File: config.mk
export PLATFORM = sky130hd
export DESIGN_NAME = int_calc_mc
export DESIGN_NICKNAME = d
export VERILOG_FILES = /design/src/rtl/int_calc_mc.sv
export SDC_FILE = /design/constraint.sdc
export NUM_CORES = 1
export LEC_CHECK = 0
export BUFFER_PORTS_ARGS = -buffer_cell sky130_fd_sc_hd__buf_2
export CAP_MARGIN = 25
export CORE_ASPECT_RATIO = 1.25
export CORE_MARGIN = 1.5
export CORE_UTILIZATION = 35
export DETAILED_ROUTE_END_ITERATION = 10
export GPL_TIMING_DRIVEN = 0
export PLACE_DENSITY_LB_ADDON = 0.2
export SLEW_MARGIN = 10
export SYNTH_ARGS = -nofsm -noshare
export SYNTH_HDL_FRONTEND = slang
export SYNTH_SLANG_ARGS = --single-unit
export TNS_END_PERCENT = 5
File: constraint.sdc
create_clock -name clk -period 4.9 [get_ports clk]
set_clock_uncertainty 0.2 [all_clocks]
set_input_delay 0 -clock clk [delete_from_list [all_inputs] [get_ports clk]]
set_output_delay 0 -clock clk [all_outputs]
set_load 0.005 [all_outputs]
File: src/rtl/int_calc_mc.sv
// Multi-cycle unsigned integer calculator with valid/ready handshakes on both sides.
// One shared shift-add multiplier / restoring divider register serves MUL, DIV, MOD and POW.
module int_calc_mc #(
  parameter int WIDTH = 16
) (
  input  logic             clk,
  input  logic             rst,
  input  logic             in_valid,
  output logic             in_ready,
  input  logic [2:0]       operation,
  input  logic [WIDTH-1:0] opa,
  input  logic [WIDTH-1:0] opb,
  output logic             out_valid,
  input  logic             out_ready,
  output logic [WIDTH-1:0] result,
  output logic             sign,
  output logic             ovf,
  output logic             err
);

  localparam logic [1:0] S_IDLE = 2'd0;
  localparam logic [1:0] S_CALC = 2'd1;
  localparam logic [1:0] S_DONE = 2'd2;

  localparam logic [2:0] OP_ADD  = 3'd0;
  localparam logic [2:0] OP_SUB  = 3'd1;
  localparam logic [2:0] OP_MUL  = 3'd2;
  localparam logic [2:0] OP_DIV  = 3'd3;
  localparam logic [2:0] OP_SHL  = 3'd4;
  localparam logic [2:0] OP_LOG2 = 3'd5;
  localparam logic [2:0] OP_POW  = 3'd6;
  localparam logic [2:0] OP_MOD  = 3'd7;

  localparam int CW = $clog2(2 * WIDTH * WIDTH + 1);
  localparam int IW = $clog2(WIDTH);
  localparam logic [CW-1:0]    N_ITER = CW'(WIDTH);
  localparam logic [CW-1:0]    N_POW  = CW'(2 * WIDTH * WIDTH);
  localparam logic [IW-1:0]    IT_MAX = IW'(WIDTH - 1);
  localparam logic [WIDTH-1:0] W_VEC  = WIDTH'(WIDTH);

  logic [1:0]         state_q, state_d;
  logic [2:0]         op_q, op_d;
  logic [WIDTH-1:0]   a_q, a_d, b_q, b_d;
  logic [CW-1:0]      cnt_q, cnt_d, n_q, n_d;
  logic [IW-1:0]      it_q, it_d;
  logic [2*WIDTH-1:0] prod_q, prod_d;
  logic [WIDTH-1:0]   mcand_q, mcand_d;
  logic [WIDTH-1:0]   r_q, r_d, e_q, e_d;
  logic               sq_q, sq_d, povf_q, povf_d;
  logic [WIDTH-1:0]   res_q, res_d;
  logic               sign_q, sign_d, ovf_q, ovf_d, err_q, err_d;

  logic [WIDTH:0]     mul_sum, div_shift, div_diff, add_full;
  logic [2*WIDTH-1:0] mul_next, div_next, shl_wide;
  logic               div_ok;
  logic [WIDTH-1:0]   pow_r_next, log2_val;

  // prod_q holds {high accumulator, multiplier} for MUL/POW and {remainder, quotient} for DIV/MOD
  assign mul_sum    = {1'b0, prod_q[2*WIDTH-1:WIDTH]} + (prod_q[0] ? {1'b0, mcand_q} : '0);
  assign mul_next   = {mul_sum, prod_q[WIDTH-1:1]};
  assign div_shift  = {prod_q[2*WIDTH-1:WIDTH], prod_q[WIDTH-1]};
  assign div_diff   = div_shift - {1'b0, b_q};
  assign div_ok     = ~div_diff[WIDTH];
  assign div_next   = {div_ok ? div_diff[WIDTH-1:0] : div_shift[WIDTH-1:0], prod_q[WIDTH-2:0], div_ok};
  assign add_full   = {1'b0, a_q} + {1'b0, b_q};
  assign shl_wide   = {{WIDTH{1'b0}}, a_q} << b_q;
  assign pow_r_next = e_q[WIDTH-1] ? mul_next[WIDTH-1:0] : r_q;

  always_comb begin
    log2_val = '0;
    for (int unsigned i = 0; i < WIDTH; i++) begin
      if (b_q[i]) log2_val = WIDTH'(i);
    end
  end

  always_comb begin
    state_d = state_q;  op_d = op_q;  a_d = a_q;  b_d = b_q;
    cnt_d = cnt_q;  n_d = n_q;  it_d = it_q;  prod_d = prod_q;  mcand_d = mcand_q;
    r_d = r_q;  e_d = e_q;  sq_d = sq_q;  povf_d = povf_q;
    res_d = res_q;  sign_d = sign_q;  ovf_d = ovf_q;  err_d = err_q;
    case (state_q)
      S_IDLE: begin
        if (in_valid && in_ready) begin
          state_d = S_CALC;
          op_d = operation;  a_d = opa;  b_d = opb;
          cnt_d = '0;  it_d = '0;  n_d = '0;
          sign_d = 1'b0;  ovf_d = 1'b0;  err_d = 1'b0;
          case (operation)
            OP_MUL: begin
              n_d = N_ITER;  prod_d = {{WIDTH{1'b0}}, opb};  mcand_d = opa;
            end
            OP_DIV, OP_MOD: begin
              n_d = (opb == '0) ? '0 : N_ITER;  prod_d = {{WIDTH{1'b0}}, opa};
            end
            OP_POW: begin
              n_d = N_POW;  prod_d = {{WIDTH{1'b0}}, WIDTH'(1)};  mcand_d = WIDTH'(1);
              r_d = WIDTH'(1);  e_d = opb;  sq_d = 1'b1;  povf_d = 1'b0;
            end
            default: ;
          endcase
        end
      end
      S_CALC: begin
        if (cnt_q == n_q) begin
          state_d = S_DONE;
          case (op_q)
            OP_ADD: {ovf_d, res_d} = add_full;
            OP_SUB: begin
              res_d = a_q - b_q;  sign_d = (a_q < b_q);
            end
            OP_MUL: begin
              res_d = prod_q[WIDTH-1:0];  ovf_d = |prod_q[2*WIDTH-1:WIDTH];
            end
            OP_DIV: begin
              res_d = (b_q == '0) ? '1 : prod_q[WIDTH-1:0];  err_d = (b_q == '0);
            end
            OP_MOD: begin
              res_d = (b_q == '0) ? a_q : prod_q[2*WIDTH-1:WIDTH];  err_d = (b_q == '0);
            end
            OP_SHL: begin
              res_d = shl_wide[WIDTH-1:0];
              ovf_d = (|shl_wide[2*WIDTH-1:WIDTH]) | ((b_q >= W_VEC) & (|a_q));
            end
            OP_LOG2: begin
              res_d = log2_val;  err_d = (b_q == '0);
            end
            default: begin
              res_d = r_q;  ovf_d = povf_q;
            end
          endcase
        end else begin
          cnt_d = cnt_q + CW'(1);
          case (op_q)
            OP_MUL:         prod_d = mul_next;
            OP_DIV, OP_MOD: prod_d = div_next;
            OP_POW: begin
              prod_d = mul_next;
              it_d   = it_q + IW'(1);
              // Last bit of a multiply: commit it and preload the next one in the same cycle.
              // Overflow only counts for products that are actually kept.
              if (it_q == IT_MAX) begin
                it_d = '0;
                if (sq_q) begin
                  r_d     = mul_next[WIDTH-1:0];
                  povf_d  = povf_q | (|mul_next[2*WIDTH-1:WIDTH]);
                  prod_d  = {{WIDTH{1'b0}}, mul_next[WIDTH-1:0]};
                  mcand_d = a_q;
                  sq_d    = 1'b0;
                end else begin
                  r_d     = pow_r_next;
                  povf_d  = povf_q | (e_q[WIDTH-1] & (|mul_next[2*WIDTH-1:WIDTH]));
                  prod_d  = {{WIDTH{1'b0}}, pow_r_next};
                  mcand_d = pow_r_next;
                  e_d     = e_q << 1;
                  sq_d    = 1'b1;
                end
              end
            end
            default: ;
          endcase
        end
      end
      S_DONE: begin
        if (out_ready) state_d = S_IDLE;
      end
      default: state_d = S_IDLE;
    endcase
  end

  always_ff @(posedge clk) begin
    if (!rst) begin
      state_q <= S_IDLE;  op_q <= '0;  a_q <= '0;  b_q <= '0;
      cnt_q <= '0;  n_q <= '0;  it_q <= '0;  prod_q <= '0;  mcand_q <= '0;
      r_q <= '0;  e_q <= '0;  sq_q <= 1'b0;  povf_q <= 1'b0;
      res_q <= '0;  sign_q <= 1'b0;  ovf_q <= 1'b0;  err_q <= 1'b0;
    end else begin
      state_q <= state_d;  op_q <= op_d;  a_q <= a_d;  b_q <= b_d;
      cnt_q <= cnt_d;  n_q <= n_d;  it_q <= it_d;  prod_q <= prod_d;  mcand_q <= mcand_d;
      r_q <= r_d;  e_q <= e_d;  sq_q <= sq_d;  povf_q <= povf_d;
      res_q <= res_d;  sign_q <= sign_d;  ovf_q <= ovf_d;  err_q <= err_d;
    end
  end

  assign in_ready  = rst & (state_q == S_IDLE);
  assign out_valid = (state_q == S_DONE);
  assign result    = res_q;
  assign sign      = sign_q;
  assign ovf       = ovf_q;
  assign err       = err_q;

endmodule
== After elaboration in Yosys (flattened, before gate mapping) ==
Index checks and enable logic that the tools add are counted.

* Register bits after elaboration: 162
* Bits in latches: 0
* Bits in writable memories: 0
* ROM bits: 0
* Input port bits: 39
* Output and inout bits: 21
* Word-level logic and storage cells: 175
* Memories kept: 0

* $add $sub $neg: 6
* Multiply operators: 0
* Div/mod/pow operators: 0
* $lt $le $gt $ge: 2
* Equality and inequality tests: 29
* Shifts and indexed selects: 1
* Mux-type cells: 87
* Bitwise logic cells: 7
* Reductions and logical operators: 26

{| class="wikitable"
|+ Operators with widths
! operator !! number
|-
| 16-bit two-way mux || 36
|-
| 32-bit case mux with 3 select lines || 2
|-
| 16-bit case mux with 2 select lines || 4
|-
| 16-bit case mux with 7 select lines || 1
|-
| 32-bit two-way mux || 3
|-
| 32-bit case mux with 2 select lines || 1
|-
| 16-bit OR reduction || 4
|-
| 16-bit by 16-bit adder with 17-bit output || 2
|-
| 16-bit logical NOT || 2
|-
| 16-bit by 16-bit << shifter with 32-bit output || 1
|-
| 10-bit case mux with 3 select lines || 1
|-
| 10-bit two-way mux || 2
|-
| 10-bit case mux with 2 select lines || 1
|-
| 1-bit two-way mux || 19
|-
| 3-bit equality test, second input constant || 6
|-
| 17-bit by 16-bit subtractor with 17-bit output || 1
|-
| 16-bit by 5-bit >= comparator with 1-bit output, second input constant || 1
|-
| 16-bit < comparator || 1
|-
| 4-bit two-way mux || 4
|-
| 2-bit != test, second input constant || 8
|-
| 4-bit AND reduction || 4
|-
| 16-bit subtractor || 1
|-
| 3-bit by 2-bit equality test with 1-bit output, second input constant || 4
|-
| 6-bit AND reduction || 2
|-
| other kinds (31) || 47
|}

== Depth between registers and ports, before layout ==
* Depth after elaboration: 16
* Gate-level depth with buffers: 15
* Depth with buffers taken out: 13

== Least setup slack after synthesis ==
No wires, ideal clock.

* Kind: register to register
* Start: reg b_q[2]
* End: reg prod_q[16]
* Setup time: 0.074 ns
* Arrival: 3.656 ns
* Data required time: 4.626 ns
* Slack: 0.970 ns
* Stages on the path, launching flop included: 15
* Period minus slack after synthesis: 3.930 ns
* Cells stage by stage: dfxtp_1 > buf_2 > clkbuf_1 > inv_1 > ha_1 > a211oi_2 > o21bai_1 > o311a_1 > nor4b_4 > a21oi_2 > xnor2_2 > buf_2 > mux2_2 > o32a_1 > o21ai_0

* Cells in the longest elaborated chain, start to end: 5

{| class="wikitable"
|+ Ends and longest elaborated chain
! what !! RTL line !! text
|-
| from (decl) || 43 || <nowiki>logic [WIDTH-1:0] a_q, a_d, b_q, b_d;</nowiki>
|-
| from (signal assigned) || 172 || <nowiki>state_q <= S_IDLE; op_q <= '0; a_q <= '0; b_q <= '0;</nowiki>
|-
| from (signal assigned) || 177 || <nowiki>state_q <= state_d; op_q <= op_d; a_q <= a_d; b_q <= b_d;</nowiki>
|-
| 17-bit by 16-bit subtractor with 17-bit output || 62 || <nowiki>assign div_diff = div_shift - {1'b0, b_q};</nowiki>
|-
| 16-bit two-way mux || 64 || <nowiki>assign div_next = {div_ok ? div_diff[WIDTH-1:0] : div_shift[WIDTH-1:0], prod_q[WIDTH-2:0], div_ok};</nowiki>
|-
| 32-bit case mux with 3 select lines || 133 || <nowiki>case (op_q)</nowiki>
|-
| 32-bit two-way mux || 104 || <nowiki>if (cnt_q == n_q) begin</nowiki>
|-
| 32-bit case mux with 2 select lines || 81 || <nowiki>case (state_q)</nowiki>
|-
| to (signal assigned) || 178 || <nowiki>cnt_q <= cnt_d; n_q <= n_d; it_q <= it_d; prod_q <= prod_d; mcand_q <= mcand_d;</nowiki>
|-
| to (decl) || 46 || <nowiki>logic [2*WIDTH-1:0] prod_q, prod_d;</nowiki>
|}

Every way passes these cells. The select of a mux whose other input is x is not followed.
A chain may end at the register's enable or synchronous reset.

== Worst setup path in the final report ==
Same ends and word-level chain as after synthesis.

==> out/results.ini <==
[status]
status=finished clean

[cts]
cts.sinks=154
htree_levels=4
clk_pin_slew_ns=0.07
numCtsBuffers=17
cts_setup_buffers=0
root_buffer=clkbuf_16
clk_path_buf_depth=2
clk_latency_ns=0.44
cts_tree=built

[synthesis]
yosysTopAreaCell=dfxtp_1
synth_compound_area_share_pct=30.90
yosysWarnings=0
synth_xor_area_share_pct=3.533
ys.flop_type=dfxtp_1
synth-async-reset-ratio_pct=0
synth-simple-area-share_pct=20.60
synth_seq_cells=154
synth_cells=1592
yosys-top-cells-count=nand2_1 (229), dfxtp_1 (154), o21ai_0 (110)
synth_top_family_by_area=compound AO/OA/AOI/OAI gates
synth-edff-count=0
yosysSeqAreaShare_pct=25.46
synthesis.nets=1702
post-synth-top-area-fraction_pct=25.46
synth_fa_ha_area_share_pct=7.583
syn-cell-area_sq_um=12110
yosysUniqueCellTypes=75
yosysMostFrequentCell=nand2_1
postSynthAreaPerCell_sq_um=7.607
synthMuxAreaShare_pct=6.674
synth_area_leaders=dfxtp_1 (25%), nand2_1 (7.1%), ha_1 (6.9%)

[routing]
ant_nets=0
drt-initial-drc-count=1402
drt_wl_total_microns=57070
drc=0
viasPerCell=6.269
via_count=13465
drtPass1Iterations=9
wl_per_cell_microns=26.57

[placement]
portBuffers=59
dp.cells=2080
place_ws_ns=0.1739
globalplace.congestion=0.9900
dpl.hpwl_microns=44060
dpl-instance-area_sq_um=12950

[layout]
nFillCells=3591
final_core_util_pct=40.65
fin_nets=1818
final_area_sq_um=13920
instances_no_fill=2148
multi_input_area_sq_um=8399
drive_above_1_share_pct=7.446
area_delta_synth_final_pct=14.92
diodes=0
seqCellArea_sq_um=3083

[power]
power.density_nw_per_um2=278.2
ir_drop_mv=0.1724
total_power_mw=3.872
p_leak_nw=5.812

[critical_path]
cp_max_fo=10
worst_setup_path_start_kind=flop
end_kind=flop
path_cells=buf_2, clkbuf_1, inv_1, ha_1, a211oi_2, o21bai_1, o311a_1, nor4b_4, a21oi_2, xnor2_2, buf_2, mux2_2, o32a_1, o21ai_0
crit_top_cell=buf_2
cp.buffers_inverters=4
arrival_ns=4.94
crit_slowest_cell=dfxtp_1
cpPeakStageDelay_ns=0.48
path_class=flop to flop
critPathTopFamily=buffers and inverters
worstPathRequired_ns=5.07

[die]
fp.dieArea_sq_um=35730
initial_core_util_pct=35.38
core_area_sq_um=34230
die_height_microns=211.0
fp.dieW_microns=169.4
pin_count=60
placementRows=76

[sta]
hold_viol_final=0
rsz0062_at_grt=true
setup_ws_ns=0.1236
tns_ns=0
fmax_mhz=209.4
post-route-period-util_pct=97.48
slew-limit-headroom_pct=38.47
final-setup-viol-count=0
slew_violations=0
holdWs_ns=0.1108
min_period_ns=4.776
tightest_slew_ns=0.9211

[min_path]
min_path_type=primary input to flop

[grt]
grt_pass1_wl_microns=82900
antenna_found_initial=0
overflow=0
grt_start_max_net_pins=17
grt_pass1_vias=12825
grt_usage_pct=31.90

[flow_run]
maxCapViolCount=0

[worst reg2reg max path: stages, from the launching register on]
cell	delay, ns
dfxtp_1	0.48
buf_2	0.32
clkbuf_1	0.45
inv_1	0.36
ha_1	0.47
a211oi_2	0.27
o21bai_1	0.15
o311a_1	0.36
nor4b_4	0.34
a21oi_2	0.12
xnor2_2	0.17
buf_2	0.25
mux2_2	0.36
o32a_1	0.27
o21ai_0	0.12
[repair_timing]
action	4_1_cts	5_1_grt
setup endpoints to repair	0	5
hold endpoints to repair	88	0
hold buffers	37	0
gates resized for setup	0	1
[per-layer routing]
layer / share of wire (%) / wire (microns) / GRT usage (%) / vias to the layer above
met2: 44 / 25070 / 50.74 / 770
met1: 40 / 22660 / 39.26 / 6407
met5: 0 / 0 / 0 / -
met4: 7.9 / 4513 / 23.31 / 0
li1: - / - / - / 6088
met3: 8.5 / 4829 / 4.647 / 200
[layout make-up]
cell class	instances	share of cell area, %
Multi-Input combinational cell	1273	60.35
Sequential cell	154	22.15
Timing Repair Buffer	97	4.873
Tap cell	429	3.857
Buffer	114	3.192
Clock buffer	21	3.165
Inverter	51	1.376
Clock inverter	9	1.034
[logic make-up (layout without fill, tap and decap cells)]
logic type      count (synthesis)  in the layout
simple gates                  539            539
flops                         154            154
mux                            77             77
xor+xnor                       48             48
compound gates                538            538
buf+inv                       165            292
fa+ha+maj                      71             71
[state kept, by name (all words and copies together), names as in the netlist]
signal	count
ovf	1
povf_q	1
n_q	2
err	1
op_q	3
b_q	16
r_q	16
state_q	2
mcand_q	16
result	16
e_q	16
a_q	16
sign	1
sq_q	1
prod_q	32
cnt_q	10
it_q	4
[path summary, 6_finish.rpt]
| check | start | endpoint | slack (ns) | cells after the start |
|---|---|---|---|---|
| worst max-delay path | b_q[2] | prod_q[16] | 0.12 | 14 |
| worst max register to register | b_q[2] | prod_q[16] | 0.12 | 14 |
| worst min register to register | result[3] | result[3] | 0.26 | 2 |
| worst min-delay path | in_valid | ovf | 0.11 | 5 |
[cell usage in the layout (no fill, tap or decap), types with 6 or more instances in the layout]
cell           count
a211oi_1          13
a21boi_0          49
a21o_1            13
a21oi_1           96
a222oi_1          15
a22o_1            16
a22oi_1           31
a31oi_1           22
and2_1            26
and3_1             6
buf_1              9
buf_2             72
clkbuf_1          96
clkbuf_16         17
dfxtp_1          154
dlygate4sd3_1     37
ha_1              67
inv_1             49
mux2_2            10
mux2i_1           65
nand2_1          229
nand2b_1          13
nand3_1           49
nand4_1           12
nor2_1           103
nor2b_1           20
nor3_1            24
nor4_1            22
o211a_1           42
o211ai_1          31
o21a_1            10
o21ai_0          110
o21bai_1          10
o221ai_1          14
o22ai_1            6
o31ai_1           12
or3_1             15
xnor2_1           26
xor2_1            21
[power by group]
part           internal [mW]  switching (mW)
Combinational          0.383           0.712
Sequential              1.31           0.112
Clock                  0.801           0.549
Total                   2.50            1.37
Power figures use the tool's default switching activity.
